`config.mk`:
```
export PLATFORM = sky130hd
export DESIGN_NAME = instr_loader_encoder
export DESIGN_NICKNAME = d
export VERILOG_FILES = /design/src/rtl/instr_loader_encoder.sv
export SDC_FILE = /design/constraint.sdc
export NUM_CORES = 1
export LEC_CHECK = 0
export CORE_AREA = 4 4 77 79
export CTS_BUF_LIST = sky130_fd_sc_hd__clkbuf_16
export DETAILED_ROUTE_END_ITERATION = 10
export DIE_AREA = 0 0 81 83
export DONT_BUFFER_PORTS = 1
export GPL_TIMING_DRIVEN = 0
export PLACE_DENSITY_LB_ADDON = 0.25
export SETUP_SLACK_MARGIN = 0.2
export SLEW_MARGIN = 5
export SYNTH_ARGS = -nofsm -noshare
export SYNTH_HDL_FRONTEND = slang
export SYNTH_SLANG_ARGS = --single-unit
```
`constraint.sdc`:
```
create_clock -name clk_i -period 3.2 [get_ports clk_i]
set_input_delay 0.32 -clock clk_i [delete_from_list [all_inputs] [get_ports clk_i]]
set_output_delay 0.32 -clock clk_i [all_outputs]
set_load 0.01 [all_outputs]
```
`src/rtl/instr_loader_encoder.sv`:
```
// -----------------------------------------------------------------------------
// instr_loader_encoder
//
// Boot-time program loader. Accepts symbolic instruction fields over a
// valid/ready stream, packs them into 32-bit ARM words (ADD, SUB, AND, ORR,
// MOV, CMP, LDR, STR, B, BL, BX) and writes them sequentially into
// instruction memory. The processor is held in reset until an END token
// arrives.
//
// Optional feature macro: LOADER_CHECKSUM_EN
//   defined   : checksum_o is a running XOR of every word written
//   undefined : checksum_o is tied to zero, no XOR logic is built
//
// Parameters:
//   ADDR_W     instruction-memory word-address width (capacity 2^ADDR_W)
//   START_ADDR first word address written
//
// Ports:
//   clk_i          system clock, rising edge
//   reset_i        asynchronous active-high reset
//   in_valid_i     field bundle valid
//   in_ready_o     loader can accept a bundle
//   in_kind_i      0 ADD,1 SUB,2 AND,3 ORR,4 MOV,5 CMP,6 LDR,7 STR,8 B,9 BL,
//                  10 BX,15 END; 11-14 illegal
//   in_cond_i      condition field [31:28]
//   in_i_i         immediate-operand select (data processing)
//   in_s_i         S bit (data processing)
//   in_rd_i/in_rn_i/in_rm_i register fields
//   in_imm_i       imm12 in [11:0] for DP/memory, imm24 for branches
//   in_sh_i        shift type
//   in_shamt_i     shift amount
//   imem_we_o      instruction-memory write strobe
//   imem_addr_o    word address (holds last value when not writing)
//   imem_wdata_o   encoded instruction
//   cpu_reset_o    processor hold, high until loading completes
//   done_o         load finished (sticky until reset)
//   err_o          sticky error: illegal kind or overflow
//   checksum_o     running XOR of written words
// -----------------------------------------------------------------------------
module instr_loader_encoder #(
  parameter int ADDR_W     = 6,
  parameter int START_ADDR = 0
) (
  input  logic              clk_i,
  input  logic              reset_i,
  input  logic              in_valid_i,
  output logic              in_ready_o,
  input  logic [3:0]        in_kind_i,
  input  logic [3:0]        in_cond_i,
  input  logic              in_i_i,
  input  logic              in_s_i,
  input  logic [3:0]        in_rd_i,
  input  logic [3:0]        in_rn_i,
  input  logic [3:0]        in_rm_i,
  input  logic [23:0]       in_imm_i,
  input  logic [1:0]        in_sh_i,
  input  logic [4:0]        in_shamt_i,
  output logic              imem_we_o,
  output logic [ADDR_W-1:0] imem_addr_o,
  output logic [31:0]       imem_wdata_o,
  output logic              cpu_reset_o,
  output logic              done_o,
  output logic              err_o,
  output logic [31:0]       checksum_o
);

  localparam logic [3:0] K_ADD = 4'd0;
  localparam logic [3:0] K_SUB = 4'd1;
  localparam logic [3:0] K_AND = 4'd2;
  localparam logic [3:0] K_ORR = 4'd3;
  localparam logic [3:0] K_MOV = 4'd4;
  localparam logic [3:0] K_CMP = 4'd5;
  localparam logic [3:0] K_LDR = 4'd6;
  localparam logic [3:0] K_STR = 4'd7;
  localparam logic [3:0] K_B   = 4'd8;
  localparam logic [3:0] K_BL  = 4'd9;
  localparam logic [3:0] K_BX  = 4'd10;
  localparam logic [3:0] K_END = 4'd15;

  localparam logic [ADDR_W-1:0] START_PTR = ADDR_W'(START_ADDR);
  localparam logic [ADDR_W-1:0] PTR_MAX   = {ADDR_W{1'b1}};
  localparam logic [ADDR_W-1:0] PTR_ONE   = ADDR_W'(1);

  typedef enum logic [1:0] {
    ST_ACCEPT = 2'd0,
    ST_WRITE  = 2'd1,
    ST_DONE   = 2'd2
  } state_t;

  state_t            state_q, state_d;
  logic [ADDR_W-1:0] ptr_q, ptr_d;
  logic              full_q, full_d;
  logic [ADDR_W-1:0] addr_q, addr_d;
  logic [31:0]       word_q, word_d;
  logic              err_q, err_d;
  logic [31:0]       enc_s;
  logic              legal_s;

  // Kinds 11..14 are the only illegal codes; END (15) is legal.
  function automatic logic kind_legal(input logic [3:0] kind);
    kind_legal = (kind <= K_BX) || (kind == K_END);
  endfunction

  // Packs one field bundle into a 32-bit ARM instruction word.
  function automatic logic [31:0] encode_word(
    input logic [3:0]  kind,
    input logic [3:0]  cond,
    input logic        imm_sel,
    input logic        s_bit,
    input logic [3:0]  rd,
    input logic [3:0]  rn,
    input logic [3:0]  rm,
    input logic [23:0] imm,
    input logic [1:0]  sh,
    input logic [4:0]  shamt
  );
    logic [3:0]  opc;
    logic [11:0] op2;
    logic [3:0]  rn_eff;
    logic [3:0]  rd_eff;
    logic        s_eff;
    op2    = imm_sel ? imm[11:0] : {shamt, sh, 1'b0, rm};
    rn_eff = rn;
    rd_eff = rd;
    s_eff  = s_bit;
    opc    = 4'b0000;
    encode_word = 32'h0000_0000;
    case (kind)
      K_ADD, K_SUB, K_AND, K_ORR, K_MOV, K_CMP: begin
        case (kind)
          K_ADD:   opc = 4'b0100;
          K_SUB:   opc = 4'b0010;
          K_AND:   opc = 4'b0000;
          K_ORR:   opc = 4'b1100;
          K_MOV:   opc = 4'b1101;
          K_CMP:   opc = 4'b1010;
          default: opc = 4'b0000;
        endcase
        // MOV has no first operand; CMP always sets flags and has no destination.
        if (kind == K_MOV) rn_eff = 4'd0;
        if (kind == K_CMP) begin
          s_eff  = 1'b1;
          rd_eff = 4'd0;
        end
        encode_word = {cond, 2'b00, imm_sel, opc, s_eff, rn_eff, rd_eff, op2};
      end
      K_LDR:   encode_word = {cond, 8'b0101_1001, rn, rd, imm[11:0]};
      K_STR:   encode_word = {cond, 8'b0101_1000, rn, rd, imm[11:0]};
      K_B:     encode_word = {cond, 4'b1010, imm};
      K_BL:    encode_word = {cond, 4'b1011, imm};
      K_BX:    encode_word = {cond, 24'h12FFF1, rm};
      default: encode_word = 32'h0000_0000;
    endcase
  endfunction

  assign enc_s   = encode_word(in_kind_i, in_cond_i, in_i_i, in_s_i, in_rd_i,
                               in_rn_i, in_rm_i, in_imm_i, in_sh_i, in_shamt_i);
  assign legal_s = kind_legal(in_kind_i);

  // Next-state logic. In ACCEPT the ready output is high (outside reset), so
  // a valid input is a transfer.
  always_comb begin
    state_d = state_q;
    ptr_d   = ptr_q;
    full_d  = full_q;
    addr_d  = addr_q;
    word_d  = word_q;
    err_d   = err_q;
    case (state_q)
      ST_ACCEPT: begin
        if (in_valid_i) begin
          if (in_kind_i == K_END) begin
            state_d = ST_DONE;
          end else if (!legal_s) begin
            err_d = 1'b1;
          end else if (full_q) begin
            // Program does not fit: flag it and stop loading.
            err_d   = 1'b1;
            state_d = ST_DONE;
          end else begin
            word_d  = enc_s;
            addr_d  = ptr_q;
            state_d = ST_WRITE;
          end
        end else begin
          state_d = ST_ACCEPT;
        end
      end
      ST_WRITE: begin
        // The pointer saturates at the last word; full marks it as consumed.
        if (ptr_q == PTR_MAX) begin
          full_d = 1'b1;
        end else begin
          ptr_d = ptr_q + PTR_ONE;
        end
        state_d = ST_ACCEPT;
      end
      ST_DONE: begin
        state_d = ST_DONE;
      end
      default: begin
        state_d = ST_ACCEPT;
      end
    endcase
  end

  // State and datapath registers.
  always_ff @(posedge clk_i or posedge reset_i) begin
    if (reset_i) begin
      state_q <= ST_ACCEPT;
      ptr_q   <= START_PTR;
      full_q  <= 1'b0;
      addr_q  <= START_PTR;
      word_q  <= 32'h0000_0000;
      err_q   <= 1'b0;
    end else begin
      state_q <= state_d;
      ptr_q   <= ptr_d;
      full_q  <= full_d;
      addr_q  <= addr_d;
      word_q  <= word_d;
      err_q   <= err_d;
    end
  end

  // Outputs are decoded from state only; reset gates ready while asserted.
  assign in_ready_o   = (state_q == ST_ACCEPT) && !reset_i;
  assign imem_we_o    = (state_q == ST_WRITE);
  assign imem_addr_o  = addr_q;
  assign imem_wdata_o = word_q;
  assign cpu_reset_o  = (state_q != ST_DONE);
  assign done_o       = (state_q == ST_DONE);
  assign err_o        = err_q;

`ifdef LOADER_CHECKSUM_EN
  logic [31:0] chk_q, chk_d;

  // Fold each word into the checksum during its write cycle.
  always_comb begin
    chk_d = chk_q;
    if (state_q == ST_WRITE) begin
      chk_d = chk_q ^ word_q;
    end else begin
      chk_d = chk_q;
    end
  end

  // Checksum register.
  always_ff @(posedge clk_i or posedge reset_i) begin
    if (reset_i) begin
      chk_q <= 32'h0000_0000;
    end else begin
      chk_q <= chk_d;
    end
  end

  assign checksum_o = chk_q;
`else
  assign checksum_o = 32'h0000_0000;
`endif

endmodule

```
==> run_results.csv <==
group,metric,value,unit
global_routing,grt_start_max_net_pins,31,
placed_design,placed_cells_incl_taps,426,
sta,fin_crit_sh,52.9,%
critical_path,r2r-start,"state_q[1]",
pwr,pwr-share-seq,52.4,%
cells_and_area,stdcell_count,435,
sta,setup_tns,0,ns
yosys,avgSynthCellArea,8.64,sq um
sta,hold_viol_final,0,
critical_path,ff2ff_path_depth,6,
yosys,ys_ff_latch,48,
global_routing,track_usage,21.6,%
cells_and_area,nFillCells,494,
pwr,internal_power,1.22,mW
pwr,ir_drop,0.342,mV
floorplan,core,5340,sq um
pwr,p_leak,1.52,nW
cts,postCtsSetupBuffers,0,
yosys,synth_seq_area_share,43.2,%
floorplan,die_area,6720,sq um
route,wl,7.12,mm
placed_design,place_congestion,0.795,
sta,slew_viol_final,0,
floorplan,io_pins,131,
route,antenna_left,0,
cells_and_area,syn2layout_area_growth,13.4,%
worst_hold_path,hold_end,"imem_wdata_o[28]",
yosys,ys_types,46,
critical_path,endpoint_kind,"register",
pwr,power.share.combinational,20.9,%
flow_run,drv_cap,0,
cts,cts_buffers,5,
critical_path,path_cells,"nor4b_2, o21ai_2, inv_2, buf_2, o21ai_0, nand2_1",
worst_hold_path,hold_path_class,"primary input to register",
critical_path,cp_num_buf_inv,2,
sta,setup-violations-final,0,
run_status,status,"completed",
floorplan,die_height,83,um
cts,cts_tree,"built",
yosys,synth_cells,322,
route,drt_iter0_markers,151,
critical_path,cpPeakStageDelay,0.46,ns
cells_and_area,multi_input_area,1340,sq um
critical_path,path_delay_family,"flip-flops",
yosys,yosys_warnings,0,
route,vias,2333,
global_routing,overflow,0,
floorplan,die_x,81,um
cts,h-tree-depth,2,
critical_path,path_class,"register to register",
global_routing,grt_pass1_vias,2344,
placed_design,dp_hpwl,5.48,mm
critical_path,path_max_fanout,10,
placed_design,io_buffers,0,
yosys,syn_area,2780,sq um
global_routing,grt_pass1_wl,11.6,mm
route,vias_per_cell,5.36,
pwr,p_sw,0.622,mW
cells_and_area,nets,419,
yosys,synthFlopType,"dfrtp_1",
route,drc,0,
route,dr.pass1.iters,5,
route,post_drt_wl_per_cell,16.4,um
critical_path,worstPathArrival,1.92,ns
cells_and_area,seq_area,1200,sq um
yosys,synth_edf_count,0,
cts,cts_max_path_buffers,2,
critical_path,critPathSlowestCell,"dfrtp_1",
cts,clock-sinks,48,
yosys,synthArstFlopShare,100,%
sta,clock.fmax,591,MHz
sta,rsz0062_at_grt,"no",
critical_path,r2r-end,"imem_wdata_o[25]",
sta,finClkSkew,0.00890,ns
global_routing,antenna_found_initial,0,
critical_path,r2r_slack,1.51,ns
cts,clk_pin_slew,0.06,ns
worst_hold_path,min_path_cells,2,
floorplan,rows,27,
pwr,clockPowerShare,26.7,%
critical_path,crit_required,3.42,ns
pwr,power.density,583,nW/um^2
floorplan,initial_core_util,52.1,%
sta,period_minus_slack,1.69,ns
cells_and_area,diodes,0,
cells_and_area,drive_gt1_share,16.3,%
worst_hold_path,min_from,"in_cond_i[0]",
critical_path,startpoint_type,"register",
cts,insertion_delay,0.29,ns
cts,root_buffer,"clkbuf_16",
pwr,p_sw_share,33.8,%
cells in the mapped netlist, drive strengths merged, types with 2 or more instances:
library cell	number	share of area (%)
a21boi	4	1.1
a21oi	27	5.0
a221oi	2	0.63
a22o	4	1.3
a22oi	12	3.2
a31oi	5	1.1
and2	2	0.45
buf	44	11
clkbuf	7	0.94
dfrtp	48	43
inv	10	1.3
mux2	2	0.81
nand2	57	7.7
nand2b	11	2.5
nand3b	2	0.54
nand4	3	0.67
nor2	27	3.6
nor2b	2	0.45
o21ai	14	2.7
o221ai	4	1.3
o22a	4	1.3
o2bb2ai	6	1.9
o31ai	2	0.54
o41ai	4	1.3
xnor2	3	0.94
layout make-up:
| type | count | area share (%) |
|---|---|---|
| plain buffers | 51 | 10.3 |
| clock buffers | 5 | 3.97 |
| clock inverters | 3 | 0.357 |
| inverters | 10 | 1.19 |
| multi-input cells | 244 | 42.3 |
| flip-flops and latches | 48 | 38.1 |
| well taps | 72 | 2.86 |
| repair buffers | 2 | 0.952 |
sequential cells by signal, indices dropped and copies added (netlist names):
signal,flops
state_q,2
imem_wdata_o,32
err_o,1
imem_addr_o,6
full_q,1
ptr_q,6
per-layer routing:
layer  part of all wire [%]  GRT usage [%]
met1                     39           28.0
met5                      0              0
met4                    1.5           5.68
met3                    9.2           7.27
met2                     50           34.4
power groups by stage:
stage | logic [mW] | registers (mW) | clock network [mW]
after detailed placement | 0.384 | 0.976 | 0
after floorplan | 0.320 | 0.931 | 0
after global placement | 0.368 | 0.973 | 0
after global routing | 0.446 | 0.987 | 0.520
final | 0.385 | 0.963 | 0.490
after CTS | 0.386 | 0.966 | 0.498
through the flow:
| step | utilization (%) | instance area (sq um) | power (mW) | hold WS, ns | worst slack [ns] |
|---|---|---|---|---|---|
| finish | 59.1 | 3150 | 1.84 | 0.144 | 1.51 |
| CTS | 59.1 | 3150 | 1.85 | 0.142 | 1.52 |
| detailed placement | 56.4 | 3010 | 1.36 | 0.224 | 1.53 |
| global route | 59.1 | 3150 | 1.95 | 0.147 | 1.38 |
| global placement | 56.0 | 2990 | 1.34 | 0.430 | 1.17 |
| floorplan | - | 2900 | 1.25 | 0.425 | 1.67 |
cell families after synthesis:
| kind of cell | Yosys count | share of synthesized area, % |
|---|---|---|
| adders and majority gates | 1 | 0.450 |
| buffers and inverters | 61 | 13.0 |
| xor gates and xnor gates | 4 | 1.26 |
| muxes | 2 | 0.810 |
| other | 1 | 0.135 |
| and+or+nand+nor | 109 | 17.4 |
| AOI/OAI and AO/OA | 96 | 23.8 |
| DFF | 48 | 43.2 |
cells in the final DEF, fill, tap and decap left out, drive strengths merged, types with 12 or more instances in the layout:
cell type and n:
buf 45, o21ai 14, a21oi 27, a22oi 12
conb 32, inv 12, nand2 57, dfrtp 48
nor2 27, clkbuf 12
how the worst max path moves through the flow:
stage	from	end	slack, ns	depth (start not counted)
after global placement	reset_i	imem_wdata_o[9]	1.17	1
after detailed placement	state_q[1]	imem_wdata_o[25]	1.53	6
after floorplan	ptr_q[0]	ptr_q[1]	1.67	3
after global routing	state_q[1]	imem_wdata_o[25]	1.38	6
final	state_q[1]	imem_wdata_o[25]	1.51	6
after CTS	state_q[1]	imem_wdata_o[25]	1.52	6
repair_timing:
item | 4_1_cts | 5_1_grt
endpoints found under the hold margin | 18 | 0
hold buffers | 1 | 0
gates resized for setup | 0 | 0
No activity file was read; power rests on OpenSTA's default activity.
